`src/rtl/aes_pkg.sv`:
```
// Shared definitions for the S-box sharing scheduler: FSM encoding, column slicing and
// the AES forward S-box lookup table.
package aes_pkg;

    localparam int unsigned NUM_COLS = 4;

    localparam logic [1:0] ST_IDLE = 2'd0;
    localparam logic [1:0] ST_RUN  = 2'd1;
    localparam logic [1:0] ST_DONE = 2'd2;

    // Entry 0 sits in the top byte.
    localparam logic [2047:0] SBOX_TABLE = {
        128'h637c777bf26b6fc53001672bfed7ab76, 128'hca82c97dfa5947f0add4a2af9ca472c0,
        128'hb7fd9326363ff7cc34a5e5f171d83115, 128'h04c723c31896059a071280e2eb27b275,
        128'h09832c1a1b6e5aa0523bd6b329e32f84, 128'h53d100ed20fcb15b6acbbe394a4c58cf,
        128'hd0efaafb434d338545f9027f503c9fa8, 128'h51a3408f929d38f5bcb6da2110fff3d2,
        128'hcd0c13ec5f974417c4a77e3d645d1973, 128'h60814fdc222a908846eeb814de5e0bdb,
        128'he0323a0a4906245cc2d3ac629195e479, 128'he7c8376d8dd54ea96c56f4ea657aae08,
        128'hba78252e1ca6b4c6e8dd741f4bbd8b8a, 128'h703eb5664803f60e613557b986c11d9e,
        128'he1f8981169d98e949b1e87e9ce5528df, 128'h8ca1890dbfe6426841992d0fb054bb16
    };

    function automatic logic [7:0] sbox_lut(input logic [7:0] x);
        return SBOX_TABLE[2047 - 8 * int'(x) -: 8];
    endfunction

    // Column c occupies bits [127-32c -: 32].
    function automatic logic [31:0] col_word(input logic [127:0] state, input logic [1:0] idx);
        return state[127 - 32 * int'(idx) -: 32];
    endfunction

endpackage

```
`src/rtl/sbox_word.sv`:
```
// 32-bit combinational substitution bank built from four byte S-box lanes.
module sbox_word
    import aes_pkg::*;
(
    input  logic [31:0] word_i,
    output logic [31:0] word_o
);

    for (genvar b = 0; b < 4; b++) begin : g_lane
        assign word_o[8*b +: 8] = sbox_lut(word_i[8*b +: 8]);
    end

endmodule

```
`src/rtl/sbox_share_ctrl.sv`:
```
// Shares one 32-bit S-box bank between column-wise SubBytes of a 128-bit state and
// key-expansion SubWord requests, with optional alternating key priority during RUN.
module sbox_share_ctrl
    import aes_pkg::*;
#(
    parameter bit KEY_PRIO = 1'b1
) (
    input  logic         clk,
    input  logic         rst_n,
    input  logic         st_valid,
    output logic         st_ready,
    input  logic [127:0] st_in,
    output logic         st_out_valid,
    input  logic         st_out_ready,
    output logic [127:0] st_out,
    input  logic         kw_req,
    input  logic [31:0]  kw_in,
    output logic         kw_gnt,
    output logic         kw_valid,
    output logic [31:0]  kw_out
);

    logic [1:0]   state_q, state_d;
    logic [1:0]   col_q, col_d;
    logic [127:0] buf_q, buf_d;
    logic         last_key_q;
    logic         kw_valid_q;
    logic [31:0]  kw_out_q;
    logic [31:0]  bank_in, bank_out;

    always_comb begin
        kw_gnt = kw_req;
        if (state_q == ST_RUN) begin
            kw_gnt = KEY_PRIO ? (kw_req & ~last_key_q) : 1'b0;
        end
    end

    assign bank_in = kw_gnt ? kw_in : col_word(buf_q, col_q);

    sbox_word u_bank (
        .word_i (bank_in),
        .word_o (bank_out)
    );

    always_comb begin
        state_d = state_q;
        col_d   = col_q;
        buf_d   = buf_q;
        case (state_q)
            ST_IDLE: begin
                if (st_valid) begin
                    buf_d   = st_in;
                    col_d   = 2'd0;
                    state_d = ST_RUN;
                end
            end
            ST_RUN: begin
                // A key grant stalls the column; otherwise the column is rewritten in place.
                if (!kw_gnt) begin
                    buf_d[127 - 32 * int'(col_q) -: 32] = bank_out;
                    col_d = col_q + 2'd1;
                    if (col_q == 2'(NUM_COLS - 1)) begin
                        state_d = ST_DONE;
                    end
                end
            end
            ST_DONE: begin
                if (st_out_ready) begin
                    state_d = ST_IDLE;
                end
            end
            default: state_d = ST_IDLE;
        endcase
    end

    always_ff @(posedge clk or negedge rst_n) begin
        if (!rst_n) begin
            state_q    <= ST_IDLE;
            col_q      <= 2'd0;
            buf_q      <= '0;
            last_key_q <= 1'b0;
            kw_valid_q <= 1'b0;
            kw_out_q   <= '0;
        end else begin
            state_q    <= state_d;
            col_q      <= col_d;
            buf_q      <= buf_d;
            last_key_q <= kw_gnt;
            kw_valid_q <= kw_gnt;
            if (kw_gnt) begin
                kw_out_q <= bank_out;
            end
        end
    end

    assign st_ready     = (state_q == ST_IDLE);
    assign st_out_valid = (state_q == ST_DONE);
    assign st_out       = buf_q;
    assign kw_valid     = kw_valid_q;
    assign kw_out       = kw_out_q;

endmodule
```
`config.mk`:
```
export PLATFORM = sky130hd
export DESIGN_NAME = sbox_share_ctrl
export DESIGN_NICKNAME = d
export VERILOG_FILES = /design/src/rtl/aes_pkg.sv /design/src/rtl/sbox_word.sv /design/src/rtl/sbox_share_ctrl.sv
export SDC_FILE = /design/constraint.sdc
export NUM_CORES = 1
export LEC_CHECK = 0
export ABC_AREA = 1
export CELL_PAD_IN_SITES_DETAIL_PLACEMENT = 2
export CELL_PAD_IN_SITES_GLOBAL_PLACEMENT = 2
export CORE_MARGIN = 3
export CORE_UTILIZATION = 33
export DETAILED_ROUTE_END_ITERATION = 7
export DONT_BUFFER_PORTS = 1
export PLACE_DENSITY = 0.92
export SLEW_MARGIN = 20
export SYNTH_ARGS = -nofsm -noshare
export SYNTH_HDL_FRONTEND = slang
export SYNTH_HIERARCHICAL = 1
export SYNTH_SLANG_ARGS = --single-unit
```
`constraint.sdc`:
```
create_clock -name clk -period 4.5 [get_ports clk]
set_input_delay 0.9 -clock clk [delete_from_list [all_inputs] [get_ports clk]]
set_output_delay 0.9 -clock clk [all_outputs]
set_load 0.02 [all_outputs]
```
==> flow_summary.rst <==
.. list-table::
   :header-rows: 1

   * - Metric
     - Value
   * - Result of the run
     - finished, final reports clean
   * - Length of the first detailed-routing pass in iterations
     - 6
   * - Area grow syn2layout
     - 6.65%
   * - CP Data Arrival Time
     - 4860 ps
   * - CTS tree
     - built
   * - Worst reg-to-reg setup slack
     - 100 ps
   * - CTS Buf Count
     - 17
   * - R2R Path Start
     - state_q[0]$_DFFE_PN0P_
   * - Peak Freq
     - 0.227 GHz
   * - Final setup violation count
     - 0
   * - Area taken by multi-input logic gates
     - 15400 sq um
   * - Maximum number of pins on one net before global-route repair
     - 166
   * - Worst-case clock skew
     - 27.2 ps
   * - Share of final-layout standard cells stronger than drive strength 1
     - 0.0585
   * - Maximum clock insertion buffer count
     - 2
   * - Width of the chip
     - 262 um
   * - Number of cells on the worst reg-to-reg path
     - 25
   * - Total congestion overflow after global routing
     - 0
   * - Slew at the pin closest to its max-slew limit
     - 1170 ps
   * - Total of max-cap violations
     - 0
   * - Buffer cell driving the clock tree root
     - sky130_fd_sc_hd__clkbuf_16
   * - Ys Warns
     - 6
   * - Type of the worst setup path
     - reg -> reg
   * - Data required time at the worst endpoint
     - 4960 ps
   * - Global-route wire length before repair
     - 215000 um
   * - Post-DR wirelength/cell
     - 30.6 um
   * - Combined flip-flop and latch cell area
     - 4140 sq um
   * - Critical path's slowest cell
     - sky130_fd_sc_hd__dfrtp_1
   * - Iteration-0 DRC count of the detailed router
     - 4169
   * - Depth of the critical timing path with buffers and inverters included
     - 25
   * - Largest fanout on the critical path
     - 41
   * - Most used cell, CP
     - sky130_fd_sc_hd__nand2_1
   * - Die H
     - 262 um
   * - Pre-CTS setup slack
     - -98.3 ps
   * - Syn_nets
     - 4354
   * - Synth Register Bits
     - 165
   * - Type of the most critical hold path
     - in -> async
   * - Startpoint type of the worst setup path
     - flop
   * - Max-slew violation total from the final report
     - 0
   * - Number of nets in the final layout
     - 4196
   * - Cell area after synthesis
     - 21500 sq um
   * - Slew HR
     - 0.221
   * - Critical path's largest stage delay
     - 500 ps
   * - Number of hold violations in the final report
     - 0
   * - Clock-pin transition on the worst setup and hold timing paths
     - 90 ps
   * - Post-detailed-routing wire length
     - 148000 um
   * - Yosys cell types
     - 30
   * - DRC violation count after routing
     - 0
   * - Post-Synthesis Mean Instance Area
     - 5.22 sq um
   * - Top-level port count
     - 329
   * - Via-per-instance ratio
     - 6.52
   * - Area after DPL
     - 22200 sq um
   * - Capture point of the worst reg-to-reg path
     - st_out[30]$_DFFE_PN0P_
   * - Number of antenna violations at the first check in global routing
     - 10
   * - Utilization of the core after routing
     - 0.356
   * - Starting utilization of the core area
     - 0.334
   * - Dpl hpwl
     - 106000 um
   * - CP top delay family
     - simple AND/OR/NAND/NOR gates
   * - Buffer and inverter count on the worst path
     - 4
   * - Cell count after synthesis
     - 4129
   * - Global placer's final weighted congestion
     - 1.11
   * - Final worst slack
     - 101 ps
   * - Most frequent standard cell in the layout excluding fill and tap cells
     - sky130_fd_sc_hd__nand2_1
   * - Sequential share of the synthesized area
     - 0.192
   * - Via count of the first global-routing pass
     - 33400
   * - Core Area
     - 64500 sq um
   * - Tot GR Track Use
     - 0.418
   * - Final Critical Period
     - 4400 ps
   * - Number of fill cells
     - 8519
   * - Layout Cell Area excl Fill
     - 23000 sq um
   * - Number of rows created at floorplan
     - 93
   * - Deepest level of the CTS H-tree
     - 4
   * - Antenna violation net count after detailed routing
     - 0
   * - Endpoint kind of the worst setup timing path
     - flop
   * - Number of input and output port buffers inserted
     - 0
   * - Leading cell types in the layout, fill and taps excluded
     - 1752 x sky130_fd_sc_hd__nand2_1, 863 x sky130_fd_sc_hd__nand3_1, 372 x sky130_fd_sc_hd__nor2_1
   * - Area of the die
     - 68400 sq um
   * - Insertion delay to the later sink of the worst-skew pair
     - 540 ps
   * - Sinks on Clock Net
     - 165
   * - Routed vias
     - 31600
   * - Tcrit/Tclk final
     - 0.977
## synthesized netlist by cell type, drive strengths merged
cell	instances	area, sq um
a21oi	107	554
a31oi	1	6.26
buf	198	1030
clkbuf	87	328
clkinv	3	11.3
dfrtp	165	4130
ha	60	751
inv	214	803
nand2	1792	6780
nand3	863	4320
nand3b	3	22.5
nand4	20	125
nor2	387	1480
nor3	1	5.00
o211ai	15	113
o21ai	207	1040
o31ai	2	15.0
o32ai	1	8.76
or2	3	18.8
## sequential cells by signal (all words and copies together), names as in the netlist
| name | cells |
|---|---|
| col_q | 2 |
| state_q | 2 |
| kw_valid | 1 |
| st_out | 128 |
| kw_out | 32 |
## cells by family (layout without fill, tap and decap cells)
| group | Yosys count | in the layout | share of synthesized area |
|---|---|---|---|
| compound gates | 333 | 333 | 0.0804 |
| fa+ha+maj | 60 | 60 | 0.0348 |
| buf+inv | 502 | 357 | 0.101 |
| flops | 165 | 165 | 0.192 |
| other cells | 0 | 7 | 0 |
| simple gates | 3069 | 3069 | 0.592 |
## how the worst max path moves through the flow
stage | from | end | slack (ps)
3_3_place_gp | col_q[0]$_DFFE_PN0P_ | st_out[35]$_DFFE_PN0P_ | 100
2_1_floorplan | kw_req | st_out[58]$_DFFE_PN0P_ | 660
5_1_grt | state_q[0]$_DFFE_PN0P_ | st_out[48]$_DFFE_PN0P_ | -20
4_1_cts | col_q[0]$_DFFE_PN0P_ | st_out[58]$_DFFE_PN0P_ | 60
3_5_place_dp | col_q[0]$_DFFE_PN0P_ | st_out[35]$_DFFE_PN0P_ | -100
6_report | state_q[0]$_DFFE_PN0P_ | st_out[30]$_DFFE_PN0P_ | 100
## through the flow
| step | std cells | TNS (ps) | hold slack (ps) |
|---|---|---|---|
| after CTS | 4835 | 0 | 43.4 |
| after global placement | 4803 | 0 | 610 |
| after global routing | 4842 | -40.5 | 47.8 |
| final | 4846 | 0 | 63.4 |
| after floorplan | 4129 | 0 | 567 |
| after detailed placement | 4803 | -179 | 610 |
## timing repair
item,in CTS,in global routing
gates cloned,0,2
pin swaps,0,0
endpoints found under the setup margin,11,82
hold buffers,0,0
setup buffers,0,2
resized for setup,2,30
## layer usage
metal,track usage,share of wire,vias up
met3,0.122,0.11,804
met2,0.662,0.44,2388
li1,-,-,12900
met1,0.479,0.36,15500
met4,0.305,0.081,8
met5,0,0.00030,-
## worst reg2reg max path: stages (launching register included)
cell                      delay, ps
sky130_fd_sc_hd__dfrtp_1        500
sky130_fd_sc_hd__inv_2           80
sky130_fd_sc_hd__nor2_4         150
sky130_fd_sc_hd__nand2_1        120
sky130_fd_sc_hd__nand2_4        170
sky130_fd_sc_hd__buf_16         280
sky130_fd_sc_hd__nand2_1        130
sky130_fd_sc_hd__nand2_1        100
sky130_fd_sc_hd__buf_4          310
sky130_fd_sc_hd__ha_1           350
sky130_fd_sc_hd__inv_1          120
sky130_fd_sc_hd__nand2_1        320
sky130_fd_sc_hd__nand3_1        150
sky130_fd_sc_hd__nand2_1        110
sky130_fd_sc_hd__nand2_1         50
sky130_fd_sc_hd__nand3_1         90
sky130_fd_sc_hd__nand3_1        170
sky130_fd_sc_hd__nand2_1        140
sky130_fd_sc_hd__nand2_1         50
sky130_fd_sc_hd__nand2_1         90
sky130_fd_sc_hd__nand2_1         80
sky130_fd_sc_hd__nor2_1         300
sky130_fd_sc_hd__nand3_1        160
sky130_fd_sc_hd__nand2_1        120
sky130_fd_sc_hd__nand2_1         80
sky130_fd_sc_hd__nand2_1        140
## cell type report
class                           count  share of cell area
Multi-Input combinational cell   3462               0.669
Sequential cell                   165               0.180
Tap cell                          855              0.0466
Timing Repair Buffer              108              0.0429
Inverter                          217              0.0362
Clock buffer                       20              0.0199
Clock inverter                     12             0.00517
Antenna cell                        7            0.000762
Power is left out: the tool's default activity adds up to more than one toggle a clock period on the data nets, which glitch-free logic cannot reach.
